`src/rtl/rpn_stack_ctrl.sv`:
```
// RPN command sequencer driving a 16-bit LIFO stack: decodes push/pop/arith/dup/swap/clear
// commands into single-cycle stack strobes and returns one result/status word per command.
module rpn_stack_ctrl #(
   parameter int DW = 16,
   parameter int CW = 16
) (
   input  logic          iclk,
   input  logic          ireset,
   input  logic          icmd_valid,
   output logic          ocmd_ready,
   input  logic [2:0]    icmd_op,
   input  logic [DW-1:0] icmd_data,
   output logic          orsp_valid,
   input  logic          irsp_ready,
   output logic [DW-1:0] orsp_data,
   output logic [1:0]    orsp_status,
   output logic          ostk_push,
   output logic          ostk_pop,
   output logic [DW-1:0] ostk_wdata,
   input  logic [DW-1:0] istk_top,
   input  logic          istk_empty,
   input  logic          istk_full
);

   typedef enum logic [2:0] {IDLE, OPA, OPB, WB1, WB2, CLR, RESP} state_t;
   typedef enum logic [2:0] {
      OP_PUSH = 3'b000, OP_POP = 3'b001, OP_ADD = 3'b010, OP_SUB  = 3'b011,
      OP_MUL  = 3'b100, OP_DUP = 3'b101, OP_SWAP = 3'b110, OP_CLR = 3'b111
   } op_t;

   localparam logic [1:0] ST_OK    = 2'b00;
   localparam logic [1:0] ST_UNDER = 2'b01;
   localparam logic [1:0] ST_OVER  = 2'b10;

   state_t        state, stateNext;
   op_t           opReg;
   logic [DW-1:0] dataReg, aReg, bReg, wbVal, cntExt;
   logic [CW-1:0] clrCnt;

   always_ff @(posedge iclk or posedge ireset) begin
      if (ireset) state <= IDLE;
      else        state <= stateNext;
   end

   always_comb begin
      stateNext = state;
      unique case (state)
         IDLE: if (icmd_valid) stateNext = (op_t'(icmd_op) == OP_CLR) ? CLR : OPA;
         OPA: begin
            unique case (opReg)
               OP_PUSH, OP_POP, OP_CLR: stateNext = RESP;
               OP_DUP:  stateNext = (istk_empty || istk_full) ? RESP : WB1;
               default: stateNext = istk_empty ? RESP : OPB;
            endcase
         end
         OPB:  stateNext = istk_empty ? RESP : WB1;
         WB1:  stateNext = (opReg == OP_SWAP) ? WB2 : RESP;
         WB2:  stateNext = RESP;
         CLR:  if (istk_empty) stateNext = RESP;
         RESP: if (irsp_ready) stateNext = IDLE;
         default: stateNext = IDLE;
      endcase
   end

   always_comb begin
      unique case (opReg)
         OP_ADD:  wbVal = bReg + aReg;
         OP_SUB:  wbVal = bReg - aReg;
         OP_MUL:  wbVal = bReg * aReg;
         default: wbVal = aReg;
      endcase
   end

   always_comb begin
      cntExt = '0;
      cntExt[CW-1:0] = clrCnt;
   end

   // Strobes are decoded from the registered state and the live stack flags.
   always_comb begin
      ocmd_ready = (state == IDLE);
      orsp_valid = (state == RESP);
      ostk_push  = 1'b0;
      ostk_pop   = 1'b0;
      ostk_wdata = '0;
      unique case (state)
         OPA: begin
            unique case (opReg)
               OP_PUSH: begin
                  ostk_push  = !istk_full;
                  ostk_wdata = istk_full ? '0 : dataReg;
               end
               OP_POP, OP_ADD, OP_SUB, OP_MUL, OP_SWAP: ostk_pop = !istk_empty;
               default: ;
            endcase
         end
         OPB: begin
            if (istk_empty) begin
               ostk_push  = 1'b1;
               ostk_wdata = aReg;
            end else begin
               ostk_pop = 1'b1;
            end
         end
         WB1: begin
            ostk_push  = 1'b1;
            ostk_wdata = wbVal;
         end
         WB2: begin
            ostk_push  = 1'b1;
            ostk_wdata = bReg;
         end
         CLR: ostk_pop = !istk_empty;
         default: ;
      endcase
   end

   always_ff @(posedge iclk or posedge ireset) begin
      if (ireset) begin
         opReg       <= OP_PUSH;
         dataReg     <= '0;
         aReg        <= '0;
         bReg        <= '0;
         clrCnt      <= '0;
         orsp_data   <= '0;
         orsp_status <= ST_OK;
      end else begin
         unique case (state)
            IDLE: begin
               if (icmd_valid) begin
                  opReg   <= op_t'(icmd_op);
                  dataReg <= icmd_data;
                  clrCnt  <= '0;
               end
            end
            OPA: begin
               unique case (opReg)
                  OP_PUSH: begin
                     orsp_data   <= istk_full ? '0 : dataReg;
                     orsp_status <= istk_full ? ST_OVER : ST_OK;
                  end
                  OP_POP: begin
                     aReg        <= istk_top;
                     orsp_data   <= istk_empty ? '0 : istk_top;
                     orsp_status <= istk_empty ? ST_UNDER : ST_OK;
                  end
                  OP_DUP: begin
                     aReg        <= istk_top;
                     orsp_data   <= '0;
                     orsp_status <= istk_empty ? ST_UNDER : (istk_full ? ST_OVER : ST_OK);
                  end
                  default: begin
                     aReg        <= istk_top;
                     orsp_data   <= '0;
                     orsp_status <= istk_empty ? ST_UNDER : ST_OK;
                  end
               endcase
            end
            OPB: begin
               bReg <= istk_top;
               if (istk_empty) begin
                  orsp_data   <= aReg;
                  orsp_status <= ST_UNDER;
               end
            end
            WB1: begin
               orsp_data   <= wbVal;
               orsp_status <= ST_OK;
            end
            WB2: begin
               orsp_data   <= bReg;
               orsp_status <= ST_OK;
            end
            CLR: begin
               if (!istk_empty) begin
                  if (clrCnt != '1) clrCnt <= clrCnt + CW'(1);
               end else begin
                  orsp_data   <= cntExt;
                  orsp_status <= ST_OK;
               end
            end
            default: ;
         endcase
      end
   end

endmodule

```
`config.mk`:
```
export PLATFORM = sky130hd
export DESIGN_NAME = rpn_stack_ctrl
export DESIGN_NICKNAME = d
export VERILOG_FILES = /design/src/rtl/rpn_stack_ctrl.sv
export SDC_FILE = /design/constraint.sdc
export NUM_CORES = 1
export LEC_CHECK = 0
export ABC_AREA = 1
export BUFFER_PORTS_ARGS = -buffer_cell sky130_fd_sc_hd__buf_2
export CORE_MARGIN = 2
export CORE_UTILIZATION = 43
export DETAILED_ROUTE_END_ITERATION = 7
export GPL_TIMING_DRIVEN = 0
export PLACE_DENSITY_LB_ADDON = 0.2
export REMOVE_ABC_BUFFERS = 1
export SETUP_SLACK_MARGIN = 0.5
export SLEW_MARGIN = 10
export SYNTH_ARGS = -nofsm -noshare
export SYNTH_HDL_FRONTEND = slang
export SYNTH_SLANG_ARGS = --single-unit
```
`constraint.sdc`:
```
create_clock -name iclk -period 15.2 [get_ports iclk]
set_input_delay 2.28 -clock iclk [delete_from_list [all_inputs] [get_ports iclk]]
set_output_delay 2.28 -clock iclk [all_outputs]
set_load 0.05 [all_outputs]
```
# --- Word-level counts from Yosys, hierarchy flattened ---
# Cells that the tools add are included.
word_totals:
  regBits: 88
  in_bits: 41
  elab_cells: 88
  output_inout_bits: 38
classes:
  n_eq_ne: 21
  n_reduce_logical: 17
  n_addsub: 3
  multipliers: 1
  bitwise_logic: 1
  mux: 37
op_table:
  columns: ["operator", "n"]
  rows:
  - ["$mux W16", 9]
  - ["$pmux W16 S5", 1]
  - ["$pmux W16 S2", 2]
  - ["$pmux W16 S4", 1]
  - ["$pmux W16 S3", 1]
  - ["$eq A3 B3 Y1 const B", 8]
  - ["$mux W3", 7]
  - ["$pmux W3 S7", 1]
  - ["$add A16 B1 Y16 const B", 1]
  - ["$add A16 B16 Y16", 1]
  - ["$mul A16 B16 Y16", 1]
  - ["$ne A16 B16 Y1 const B", 1]
  - ["$sub A16 B16 Y16", 1]
  - ["$eq A3 B2 Y1 const B", 4]
  - ["$mux W2", 5]
  - ["$ne A2 B2 Y1 const B", 5]
  - ["$reduce_and A3 Y1", 3]
  - ["$pmux W2 S4", 1]
  - ["$eq A3 B1 Y1 const B", 2]
  - ["$logic_not A3 Y1", 2]
  - ["$pmux W1 S3", 2]
  - ["$pmux W3 S2", 1]
  - ["$mux W1", 5]
  - ["$reduce_bool A5 Y1", 1]
  - ["other kinds (12)", 14]

# --- Longest topological paths before layout ---
# Gate-level depths: netlist of the first run.
logic_depth:
  depth_word: 4
  ltp_mapped: 35
  depth_no_buf: 33

# --- Worst setup path before layout of the first run ---
# No wires, ideal clock.
synth_timing:
  kind: "reg-to-output"
  start: "register aReg[1]"
  end: "output port ostk_wdata[15]"
  path_slack_ns: 7.344
  arrival_ns: 5.576
  path_stages_with_launch: 28
  required_ns: 12.920
  path_cell_list: "dfrtp_1 buf_2 buf_1 nand2_1 fa_1 fa_1 fa_1 fa_1 inv_1 fa_1 inv_1 fa_1 inv_1 ha_1 nand2_1 nor2_1 nand3_1 nand3_1 nand2_1 nand2_1 nand2_1 nand2_1 inv_1 nand3_1 nand3_1 nand3_1 nand2_1 nand3_1"
synth_via:
  elab_chain_cells: 3
synth_rtl:
  columns: ["item", "line", "source"]
  rows:
  - ["start, declared", "37", "logic [DW-1:0] dataReg, aReg, bReg, wbVal, cntExt;"]
  - ["start signal, assigned", "143", "aReg <= istk_top;"]
  - ["start signal, assigned", "148", "aReg <= istk_top;"]
  - ["start signal, assigned", "153", "aReg <= istk_top;"]
  - ["$mul A16 B16 Y16 (tied with other cells)", "69", "OP_MUL: wbVal = bReg * aReg;"]
  - ["$pmux W16 S3 *", "66", "unique case (opReg)"]
  - ["$pmux W16 S4 *", "86", "unique case (state)"]
  - ["end, declared", "19", "output logic [DW-1:0] ostk_wdata,"]
# Every way passes the cells marked *; elsewhere a longest branch is shown, timed or not.

# --- Worst setup path after layout of the first run ---
layout_timing:
  start: "register aReg[1]"
  end: "output port ostk_wdata[14]"
# The elaborated chain is that of the path after synthesis.

==> results by stage, run 1 <==
Global route:
- In the global route stage, met2 resource usage came out at 41.13%.
- Entering global routing, the biggest net connects 47 pins.
- The global-route wire length before repair is 51710 µm.
- The global routing stage identified its most utilized layer as met2.
- The aggregate global-route resource usage is 25.54%.
- For met1 alone, demand over resource in global routing was 35.82%.
- The initial antenna violation count is 0.
- The final global-route overflow total is 0.
- Global routing consumed, on the met3 layer, 3.429% of the routing resources.
- The via count of the first global-routing pass is between 9000 and 10000.

Setup path:
- The signal on the critical path passes through nand2_1, fa_1, fa_1, fa_1, fa_1, inv_1, fa_1, inv_1, fa_1, inv_1, ha_1, inv_1, nor3_1, nand3_1, o2111ai_1, a21oi_1, o21ai_0, nand3_1, a21boi_0, nand2_1, buf_2.
- For the worst setup path, the data required time is ~13 ns.
- In this run the worst setup path begins at aReg[1]$_DFFE_PP0P_.
- The launching element type of the critical path is a register.
- The most numerous cell type found on the critical path is sky130_fd_sc_hd__fa_1.
- The path type of the worst setup path is register to output port.
- In this design, the stage delay of the slowest critical-path cell is 1.04 ns.
- The top fanout value on the critical path is 21.
- For the worst flop-to-flop path, the logic depth is 22.
- The slowest cell on the critical path is sky130_fd_sc_hd__dfrtp_1.
- The endpoint kind of the worst setup timing path is an output port.
- The data arrival time of the critical path is 6.78 ns.
- The reg-to-reg startpoint is aReg[1]$_DFFE_PP0P_.

Timing:
- Measured against its own limit, the worst slew margin works out to 24.07%.
- The number of max-slew violations in the final report is 0.
- Derived from the worst setup path, the maximum achievable clock frequency is ~0.11 GHz.
- Setup repair after global routing left no endpoint under its margin.
- The worst path meets setup with 6.140 ns of slack.
- The final critical path takes up 59.61% of the cycle.
- The number of hold violations in the final report came to 0.
- The final setup skew is 0.01328 ns.
- The clock period could shrink to between 9 and 10 ns.
- The final setup violation count is 0.
- For the pin with the worst max-slew slack, the measured transition is 1.135 ns.
- The final sum of negative setup slack is 0 ns.

Place:
- The placed instance count is 1869.
- Routability-driven placement finished with a final weighted congestion of 0.9179.
- The count of port buffers added during placement is 78.
- The instance area after placement is 11060 µm².
- Detailed placement ended at an HPWL of about 24000 µm.
- Timing analysis after detailed placement gives a worst setup slack of between 6 and 7 ns.

Synthesis:
- For this run, the leading register cell type out of synthesis is sky130_fd_sc_hd__dfrtp_1.
- The total of flip-flops plus latches after synthesis is 88.
- After synthesis, the netlist uses 55 different library cells.
- After synthesis, the mean cell area works out to between 6 and 7 µm².
- In this run, synthesis inferred 0 flip-flops with an integrated enable.
- Yosys printed 0 warnings.
- The fraction of registers with async set or reset after synthesis is 100.0%.
- The portion of the post-synthesis area used by sequential elements is 21.02%.
- The cell area after synthesis is 10480 µm².
- Synthesis produced a netlist whose cell count is 1523.

Layout:
- The diode insertion count for antenna repair is 0.
- The number of fill cells in the layout is 2561.
- The signed area change from the synthesized netlist to the final layout is 8.563%.
- The finished cells cover between 10000 and 15000 µm².
- The post-route netlist has 9.033% of its cells at a drive strength greater than 1.
- The library cell used most frequently in the layout, excluding fill and tap cells, is sky130_fd_sc_hd__nand2_1.
- The top cell types in the final layout, fill and taps aside, are sky130_fd_sc_hd__nand2_1 (407), sky130_fd_sc_hd__inv_1 (332), sky130_fd_sc_hd__dfrtp_1 (88), sky130_fd_sc_hd__o21ai_0 (85), sky130_fd_sc_hd__fa_1 (81).
- The final net count is around 1700.
- The filler-free cell count of the finished design is 1885.

Die:
- The initial standard-cell utilization of the core is between 40% and 50%.
- The die is approximately 160 µm tall.
- The floorplan step defined a core boundary enclosing between 20000 and 25000 µm².
- Measured along the x axis, the die boundary spans 160.1 µm.
- The die covers around 26000 µm².
- During I/O placement, the number of pins put on the boundary was 79.
- The number of cell rows is 57.

Clocking:
- The CTS tree is yes.
- At the later pin of the worst-skew pair, clock insertion delay measures 0.35 ns.
- The number of buffers added for setup after CTS is 0.
- The clock tree synthesis step divided the H-tree into 3 levels.
- The number of clock sinks seen by CTS is just under 90.
- TritonCTS created 9 clock buffers.
- The number of buffers on the longest clock path is 2.
- The root buffer cell chosen for the clock tree is sky130_fd_sc_hd__clkbuf_16.
- The number of hold-repair buffers added at the cts stage is 0.
- The clock transition at the registers of the reported paths is 0.07 ns.
- Gates resized during post-CTS repair numbered 0.

Worst hold path:
- The number of cells on the worst hold path is 2.
- In this run the most critical hold path is launched from orsp_data[7]$_DFFE_PP0P_.
- The worst hold-check path type is register to register.

Detailed routing:
- The total routed wirelength is 31740 µm.
- After detailed routing, the average wire length per cell comes to 16.84 µm.
- After the first detailed-routing iteration, the DRC count stood at ~790.
- The detailed router placed ~10000 vias in this run.
- The final routed DRC violation total is 0.
- The first-pass iteration count of the detailed router is 5.
- The ratio of routed vias to standard cells is 5.197.
- The antenna violation net count after detailed routing is 0.

Job:
- The number of max-cap violations is 0.

Run status:
- The flow ran to the end, and the final reports show no timing, DRC or antenna violations.
==> area by class of cell <==
cell class | count | area [µm²] | share of cell area [%]
Clock inverter | 7 | 86.33 | 0.7591
Clock buffer | 9 | 225.2 | 1.980
Tap cell | 324 | 405.4 | 3.564
Multi-Input combinational cell | 1027 | 6703 | 58.93
Inverter | 349 | 1315 | 11.56
Timing Repair Buffer | 81 | 436.7 | 3.839
Sequential cell | 88 | 2202 | 19.36
==> registers in the layout (all words and copies together) (netlist names) <==
signal       flops
aReg            16
bReg            16
clrCnt          16
dataReg         16
orsp_data       16
opReg            3
state            3
orsp_status      2
==> worst max-delay path: cells and delay by family (launching register included) <==
family | cells | cell delay (ns)
adders and majority gates | 7 | 3.44
DFF | 1 | 1.04
and+or+nand+nor | 5 | 0.76
AOI/OAI and AO/OA | 4 | 0.72
buffers and inverters | 5 | 0.45
==> logic make-up after synthesis <==
kind of cell             synth area share (%)
buffers and inverters                   15.05
AO/OA/AOI/OAI                           13.41
flip-flops                              21.02
adder cells (fa/ha/maj)                 23.48
XOR/XNOR                                1.923
AND/OR/NAND/NOR                         25.12
==> stage by stage <==
stage / hold WS (ns) / utilization (%)
after floorplan: 0.4716 / -
after global placement: 0.4706 / 45.67
after detailed placement: 0.4767 / 45.89
after CTS: 0.4959 / 47.18
after global routing: 0.5216 / 47.18
final: 0.4916 / 47.18
==> synth_stat cells (all sizes together) (2+ instances only) <==
master	instances	area share (%)
nand2	410	15
inv	349	13
o21ai	91	4.3
dfrtp	88	21
fa	81	15
nor2	81	3.3
nand3	79	3.8
ha	67	8.0
a21oi	62	3.0
buf	32	1.6
clkbuf	27	0.97
nor3	23	1.3
a22oi	20	1.4
xor2	19	1.6
o22ai	14	0.84
nand4	10	0.74
or2	9	0.54
a31oi	8	0.62
nor4	7	0.42
a211oi	5	0.41
a2111oi	4	0.57
nand3b	4	0.29
o2111ai	4	0.33
xnor2	4	0.33
o211ai	3	0.21
o221ai	3	0.25
a211o	2	0.17
a221oi	2	0.17
a32oi	2	0.17
o21a	2	0.14
o21bai	2	0.14
o31ai	2	0.14
==> per-layer routing <==
metal	share of wire (%)	routed length [µm]	vias to the layer above
li1	-	-	4799
met1	46	14530	4626
met2	45	14410	322
met3	6.5	2064	49
met4	2.3	723	0
met5	0	0	-
==> path summary, 6_finish.rpt <==
check	endpoint	slack [ns]
max	ostk_wdata[14]	6.14
min	orsp_data[7]$_DFFE_PP0P_	0.49
max reg2reg	orsp_data[14]$_DFFE_PP0P_	8.79
min reg2reg	orsp_data[7]$_DFFE_PP0P_	0.49
max in group asynchronous	bReg[7]$_DFFE_PP0P_	12.59
min in group asynchronous	dataReg[1]$_DFFE_PP0P_	1.98
Power of run 1 is left out: the tool's default activity adds up to more than one toggle a clock period on the data nets, which glitch-free logic cannot reach.
==> run 2: changes to the inputs <==
==> constraint.sdc (replaced) <==
create_clock -name iclk -period 8.5 [get_ports iclk]
set_input_delay 1.275 -clock iclk [delete_from_list [all_inputs] [get_ports iclk]]
set_output_delay 1.275 -clock iclk [all_outputs]
set_load 0.05 [all_outputs]
==> run 2 against run 1 <==
  * Sequential share of layout area rose by 0.14 points
  * Via count is 0.32% higher
  * First-iteration DRC count grew 8.0%
  * Cell count unchanged
  * Non-clock buffer count unchanged
  * Core utilization grew 0.083 points
  * Register-to-register slack lost 6.3 ns
  * Highest routed layer unchanged
==> results by stage, run 2 (synthesis gave the netlist of run 1 again) <==
Setup path:
- The top fanout value on the critical path came to 10 (-52%).
- The launching element type of the critical path is a register.
- The depth of the most critical reg-to-reg path is 22 (unchanged).
- The worst register-to-register path ends at orsp_data[14]$_DFFE_PP0P_.
- The required time at the worst-slack endpoint came to 7.22 ns (-5.70 ns).
- STA classifies the critical path endpoint as an output port.
- The internal reg-to-reg setup slack is 2.52 ns (-6.27 ns).
- The data arrival time of the critical path was 6.34 ns (-0.44 ns).
- The critical path is of the register to output port type.
- The reg-to-reg startpoint is bReg[9]$_DFFE_PP0P_.

Layout:
- The area taken by flip-flops and latches was 2222 µm² (+0.91%).
- The signed area change from the synthesized netlist to the final layout is 8.754%.
- The final net count was 1745 (unchanged).
- The library cell used most frequently in the layout, excluding fill and tap cells, is sky130_fd_sc_hd__nand2_1.
- The proportion of layout cells with a drive suffix above 1 came to 9.801% (+0.77 points).
- In the layout the commonest cells are sky130_fd_sc_hd__nand2_1 (407), sky130_fd_sc_hd__inv_1 (332), sky130_fd_sc_hd__o21ai_0 (85), sky130_fd_sc_hd__fa_1 (81), sky130_fd_sc_hd__nand3_1 (79).
- The combined area of the multi-input logic cells is 6703 µm² (unchanged).
- The area of all placed cells without fillers is 11390 µm² (+0.18%).
- The diode insertion count for antenna repair came to 0 (unchanged).
- The number of fill cells in the layout was 2553 (-0.31%).

Clocking:
- The depth of the CTS H-tree is 3 (unchanged).
- The clock transition at the registers of the reported paths was 0.07 ns (about the same).
- The number of clock buffers inserted by TritonCTS is 9 (unchanged).
- The worst-skew pair later-pin latency came to 0.35 ns (about the same).
- The number of buffers added for setup after CTS is 0 (unchanged).
- TritonCTS built the clock tree.
- The number of hold-repair buffers added at the cts stage came to 0 (unchanged).
- The cell sitting at the root of the clock tree is a sky130_fd_sc_hd__clkbuf_16.
- The number of buffers on the longest clock path is 2 (unchanged).
- The number of clock sinks seen by CTS is 88 (unchanged).

Global route:
- The global-route wire length before repair is 51700 µm (about the same).
- The aggregate global-route resource usage was 25.54% (about the same).
- The via count of the first global-routing pass was 9713 (-0.010%).
- The final global-route overflow total is 0 (unchanged).
- The pin count of the biggest net entering global routing is 47 (unchanged).
- The initial antenna violation count came to 0 (unchanged).

Worst hold path:
- The critical hold path startpoint is orsp_data[7]$_DFFE_PP0P_.
- The worst hold path belongs to the class register to register.
- The number of cells on the worst hold path is 2 (unchanged).
- The worst min-delay path endpoint is orsp_data[7]$_DFFE_PP0P_.

Timing:
- Setup repair after global routing could not meet its margin everywhere.
- The least setup slack across all paths after layout was 0.8835 ns (-5.256 ns).
- The number of hold violations in the final report was 0 (unchanged).
- The slew at the pin with the worst max-slew slack was 1.126 ns (-0.008299 ns).
- The number of max-slew violations in the final report is 0 (unchanged).
- The final critical path time including I/O delays and setup is 7.616 ns.
- The relative slew slack is 24.63% (+0.56 points).
- The final critical path takes up 89.61% of the cycle.
- The final setup skew is 0.01070 ns (-0.002579 ns).
- For this run, the top clock speed supported by timing is 0.1313 GHz.
- The final worst hold slack came to 0.4915 ns (-0.00005100 ns).
- The final setup violation count is 0 (unchanged).
- The final sum of negative setup slack is 0 ns (unchanged).

Detailed routing:
- The first-pass iteration count of the detailed router is 5 (unchanged).
- The violation count after the first detailed-route iteration is 848 (+8.0%).
- The total routed wirelength is 31700 µm (-0.11%).
- The routed wire length per instance was 16.82 µm (-0.11%).
- The final routed DRC violation total is 0 (unchanged).
- The ratio of routed vias to standard cells came to 5.213 (+0.32%).
- The count of vias placed by the detailed router was 9827 (+0.32%).
- The antenna violation net count after detailed routing was 0 (unchanged).

Die:
- The horizontal die dimension is 160.1 µm (unchanged).
- The number of cell rows was 57 (unchanged).
- The die outline height is 160.1 µm (unchanged).
- The number of placed I/O pins is 79 (unchanged).
- The area of the die is 25630 µm² (unchanged).
- The placeable core region is 24110 µm² (unchanged).
- The initial standard-cell utilization of the core is 43.46% (unchanged).

Place:
- The instance area after placement came to 11060 µm² (unchanged).
- The count of port buffers added during placement is 78 (unchanged).
- The post-placement setup slack is 0.8648 ns (-5.695 ns).
- The routability congestion estimate from global placement is 0.9179 (unchanged).
- The placed wire-length estimate is 23670 µm (unchanged).

Job:
- The number of max-cap violations came to 0 (unchanged).

Run status:
- The flow ran to the end, and the final reports show no timing, DRC or antenna violations.
[run 2: cell counts in the layout (fill, tap and decap cells not counted)]
No cell type changed its count.
[run 2: layout make-up]
| cell class | count | area share [%] |
|---|---|---|
| flip-flops and latches | 88 | 19.50 |
| inverters | 349 | 11.54 |
| clock inverters | 7 | 0.7577 |
| well taps | 324 | 3.558 |
| repair buffers | 81 | 3.833 |
| multi-input cells | 1027 | 58.83 |
| clock buffers | 9 | 1.977 |
[run 2: what timing repair did]
action,in CTS,in global routing
setup endpoints to repair,1,2
cloned,0,0
endpoints found under the hold margin,0,0
gates resized for setup,2,12
[run 2: how the worst max path moves through the flow]
| stage | start | to | slack [ns] |
|---|---|---|---|
| floorplan | aReg[1]$_DFFE_PP0P_ | ostk_wdata[15] | 1.80 |
| CTS | aReg[3]$_DFFE_PP0P_ | ostk_wdata[14] | 0.63 |
| finish | bReg[9]$_DFFE_PP0P_ | ostk_wdata[14] | 0.88 |
| detailed placement | aReg[1]$_DFFE_PP0P_ | ostk_wdata[14] | 0.86 |
| global placement | aReg[1]$_DFFE_PP0P_ | ostk_wdata[14] | 0.95 |
| global route | bReg[9]$_DFFE_PP0P_ | ostk_wdata[14] | 0.47 |
[run 2: per-stage QoR]
stage | std cells | util [%]
floorplan | 1464 | -
global placement | 1866 | 45.67
detailed placement | 1869 | 45.89
CTS | 1885 | 47.19
global route | 1885 | 47.26
finish | 1885 | 47.26
[run 2: worst max-delay path: stages, from the launching register on]
cell and delay (ns):
sky130_fd_sc_hd__dfrtp_1 0.68, sky130_fd_sc_hd__nand2_1 0.15, sky130_fd_sc_hd__fa_1 0.52, sky130_fd_sc_hd__fa_1 0.58, sky130_fd_sc_hd__fa_1 0.46, sky130_fd_sc_hd__fa_1 0.55
sky130_fd_sc_hd__inv_1 0.05, sky130_fd_sc_hd__fa_1 0.48, sky130_fd_sc_hd__inv_1 0.05, sky130_fd_sc_hd__fa_1 0.47, sky130_fd_sc_hd__inv_1 0.04, sky130_fd_sc_hd__ha_1 0.35
sky130_fd_sc_hd__inv_1 0.07, sky130_fd_sc_hd__nor3_1 0.23, sky130_fd_sc_hd__nand3_1 0.11, sky130_fd_sc_hd__o2111ai_1 0.10, sky130_fd_sc_hd__a21oi_1 0.09, sky130_fd_sc_hd__o21ai_0 0.12
sky130_fd_sc_hd__nand3_1 0.10, sky130_fd_sc_hd__a21boi_0 0.42, sky130_fd_sc_hd__nand2_1 0.13, sky130_fd_sc_hd__buf_2 0.24
[run 2: routing by layer]
metal,up-vias,GRT usage [%],wire length [µm]
li1,4800,-,-
met1,4669,35.81,14610
met2,308,41.13,14410
met3,50,3.429,1951
met4,0,7.985,730
met5,-,0,0
Power of run 2 is left out for the same reason.
==> run 3: changes to the inputs <==
--- a/config.mk
+++ b/config.mk
@@ -7,7 +7,7 @@
 export LEC_CHECK = 0
 export ABC_AREA = 1
 export BUFFER_PORTS_ARGS = -buffer_cell sky130_fd_sc_hd__buf_2
-export CORE_MARGIN = 2
+export CORE_MARGIN = 1.5
 export CORE_UTILIZATION = 43
 export DETAILED_ROUTE_END_ITERATION = 7
 export GPL_TIMING_DRIVEN = 0
==> run 3 against run 2 <==
  * Maximum frequency decreased by 0.36%
  * Final area fell by 0.35%
  * Core utilization is 0.67 points higher
  * Clock-buffer cell count increased by 2
  * Non-clock buffer count is 1 lower
  * Worst setup slack got worse by 0.028 ns
  * Cell count decreased by 0.27%
  * Critical path depth did not move
  * Critical endpoint unchanged
  * Largest cell class unchanged
==> results by stage, run 3 (synthesis gave the netlist of run 1 again) <==
Setup path:
- The worst setup path startpoint is bReg[3]$_DFFE_PP0P_.
- The cell repeated most along the worst path is sky130_fd_sc_hd__fa_1.
- The endpoint kind of the worst setup timing path is an output port.
- Among cell families on the critical path, the largest total delay comes from adder cells.
- The setup path with the least slack is of type register to output port.
- The required time at the worst-slack endpoint was 7.22 ns (about the same).
- The data arrival time of the critical path was 6.37 ns (+0.03 ns).
- The maximum single-stage delay on the critical path is 0.95 ns (+0.27 ns).
- The critical path goes through nand2_1, fa_1, inv_1, fa_1, fa_1, fa_1, fa_1, inv_1, fa_1, inv_1, ha_1, nand2_1, nor3_1, nand3_1, o2111ai_1, a21oi_1, o21ai_0, nand3_1, a21boi_0, nand2_1, buf_2.
- The count of buffer and inverter cells on the critical path is 4 (-1).
- The slowest cell on the critical path is sky130_fd_sc_hd__dfrtp_1.
- The launching element type of the critical path is a register.
- The startpoint identified for the worst register-to-register timing path is bReg[3]$_DFFE_PP0P_.
- The top fanout value on the critical path is 17 (+7).

Run status:
- The run finished with clean final reports.

Detailed routing:
- The total routed wirelength is 31360 µm (-1.1%).
- The ratio of routed vias to standard cells is 5.265 (+1.0%).
- The violation count after the first detailed-route iteration came to 692 (-18%).
- The final routed DRC violation total is 0 (unchanged).
- The antenna violation net count after detailed routing is 0 (unchanged).
- The routed wire length per instance is 16.68 µm (-0.80%).
- The count of vias placed by the detailed router is 9899 (+0.73%).
- The first-pass iteration count of the detailed router is 5 (unchanged).

Clocking:
- The number of hold-repair buffers added at the cts stage was 0 (unchanged).
- The tree is rooted in a sky130_fd_sc_hd__clkbuf_16.
- The worst-skew pair later-pin latency is 0.35 ns (about the same).
- The number of clock sinks seen by CTS is 88 (unchanged).
- The number of clock buffers inserted by TritonCTS was 9 (unchanged).
- The CTS tree is yes.
- The number of buffers on the longest clock path is 2 (unchanged).
- The depth of the CTS H-tree is 3 (unchanged).
- The clock transition at the registers of the reported paths came to 0.07 ns (about the same).

Die:
- The number of cell rows is 56 (-1.8%).
- The number of placed I/O pins came to 79 (unchanged).
- The die outline height was 159.1 µm (-0.62%).
- The initial standard-cell utilization of the core is 44.24% (+0.78 points).
- The horizontal die dimension is 159.1 µm (-0.62%).
- The area of the die is 25310 µm² (-1.2%).
- The placeable core region came to 23680 µm² (-1.8%).

Timing:
- The relative slew slack is 23.58% (-1.0 points).
- The share of the clock period used by the worst path after layout is 89.93% (+0.33 points).
- The number of hold violations in the final report came to 0 (unchanged).
- The final sum of negative setup slack is 0 ns (unchanged).
- The timing-limited maximum frequency is 0.1308 GHz (-0.36%).
- The final critical path time including I/O delays and setup is 7.644 ns (+0.02787 ns).
- Setup repair after global routing left no endpoint under its margin.
- The final setup skew was 0.01627 ns (+0.005562 ns).
- The number of max-slew violations in the final report came to 0 (unchanged).
- The slew at the pin with the worst max-slew slack is 1.142 ns (+0.01561 ns).
- The final setup violation count is 0 (unchanged).

Global route:
- The final global-route overflow total is 0 (unchanged).
- The global-route wire length before repair is 51160 µm (-1.1%).
- The via count of the first global-routing pass is 9734 (+0.22%).
- The pin count of the biggest net entering global routing is 53 (+13%).
- The aggregate global-route resource usage is 25.45% (-0.097 points).
- The initial antenna violation count is 1 (+1).

Place:
- The count of port buffers added during placement is 78 (unchanged).
- The routability congestion estimate from global placement is 0.9078 (-1.1%).
- The placed wire-length estimate came to 23420 µm (-1.1%).

Worst hold path:
- The critical hold path startpoint is orsp_status[1]$_DFFE_PP0P_.
- The worst hold-check path type is register to register.

Layout:
- The signed area change from the synthesized netlist to the final layout is 8.372%.
- The number of fill cells in the layout came to 2530 (-0.90%).
- The most common library cell in the layout ignoring fill and taps is sky130_fd_sc_hd__nand2_1.
- The final net count was 1744 (-0.057%).
- The proportion of layout cells with a drive suffix above 1 was 9.359% (-0.44 points).
- In the layout the commonest cells are sky130_fd_sc_hd__nand2_1 (407), sky130_fd_sc_hd__inv_1 (332), sky130_fd_sc_hd__o21ai_0 (85), sky130_fd_sc_hd__fa_1 (81), sky130_fd_sc_hd__dfrtp_1 (80).

Job:
- The number of max-cap violations is 0 (unchanged).
==> run 3: area by class of cell <==
class | count | area [µm²] | area share [%]
diodes | 1 | 2.502 | 0.02204
clock buffers | 11 | 232.7 | 2.050
clock inverters | 5 | 63.81 | 0.5620
inverters | 349 | 1315 | 11.58
multi-input cells | 1027 | 6703 | 59.04
flip-flops and latches | 88 | 2212 | 19.48
well taps | 319 | 399.1 | 3.516
repair buffers | 80 | 425.4 | 3.747
==> run 3: worst register-to-register path, stage by stage (launching register included) <==
cell	delay, ns
sky130_fd_sc_hd__dfrtp_1	0.95
sky130_fd_sc_hd__nand2_1	0.16
sky130_fd_sc_hd__fa_1	0.52
sky130_fd_sc_hd__inv_1	0.05
sky130_fd_sc_hd__fa_1	0.41
sky130_fd_sc_hd__fa_1	0.48
sky130_fd_sc_hd__fa_1	0.52
sky130_fd_sc_hd__fa_1	0.51
sky130_fd_sc_hd__inv_1	0.05
sky130_fd_sc_hd__fa_1	0.47
sky130_fd_sc_hd__inv_1	0.04
sky130_fd_sc_hd__ha_1	0.32
sky130_fd_sc_hd__nand2_1	0.08
sky130_fd_sc_hd__nor3_1	0.20
sky130_fd_sc_hd__nand3_1	0.11
sky130_fd_sc_hd__o2111ai_1	0.09
sky130_fd_sc_hd__a21oi_1	0.08
sky130_fd_sc_hd__o21ai_0	0.13
sky130_fd_sc_hd__nand3_1	0.11
sky130_fd_sc_hd__a21boi_0	0.36
sky130_fd_sc_hd__nand2_1	0.13
sky130_fd_sc_hd__nand2_1	0.08
sky130_fd_sc_hd__inv_1	0.04
==> run 3: what timing repair did <==
| action | 4_1_cts | 5_1_grt |
|---|---|---|
| setup endpoints to repair | 0 | 2 |
| resized for setup | 0 | 8 |
| buffers inserted | 0 | 0 |
==> run 3: stage by stage <==
step | instances | utilization [%] | hold slack, ns | cell area [µm²] | setup WS, ns
finish | 1880 | 47.94 | 0.4844 | 11350 | 0.8557
global route | 1880 | 47.94 | 0.5173 | 11350 | 0.5230
CTS | 1879 | 47.89 | 0.4905 | 11340 | 0.5712
detailed placement | 1863 | 46.63 | 0.4735 | 11040 | 0.9622
global placement | 1861 | 46.46 | 0.4689 | 11000 | 0.9808
floorplan | 1464 | - | 0.4716 | 10210 | 1.805
==> run 3: per-layer routing <==
| metal | up-vias | global-route usage (%) | part of all wire (%) |
|---|---|---|---|
| met5 | - | 0 | 0 |
| met3 | 54 | 3.360 | 6.5 |
| met2 | 360 | 41.70 | 45 |
| met4 | 0 | 8.834 | 2.6 |
| met1 | 4680 | 34.55 | 46 |
| li1 | 4805 | - | - |
==> run 3: final timing paths <==
kind / end / slack, ns / depth (start not counted)
max: ostk_wdata[14] / 0.86 / 21
min: orsp_status[1]$_DFFE_PP0P_ / 0.48 / 2
max reg2reg: orsp_data[14]$_DFFE_PP0P_ / 2.50 / 22
min reg2reg: orsp_status[1]$_DFFE_PP0P_ / 0.48 / 2
max in group asynchronous: bReg[14]$_DFFE_PP0P_ / 6.89 / 3
min in group asynchronous: dataReg[1]$_DFFE_PP0P_ / 0.96 / 2
Power of run 3 is left out for the same reason.
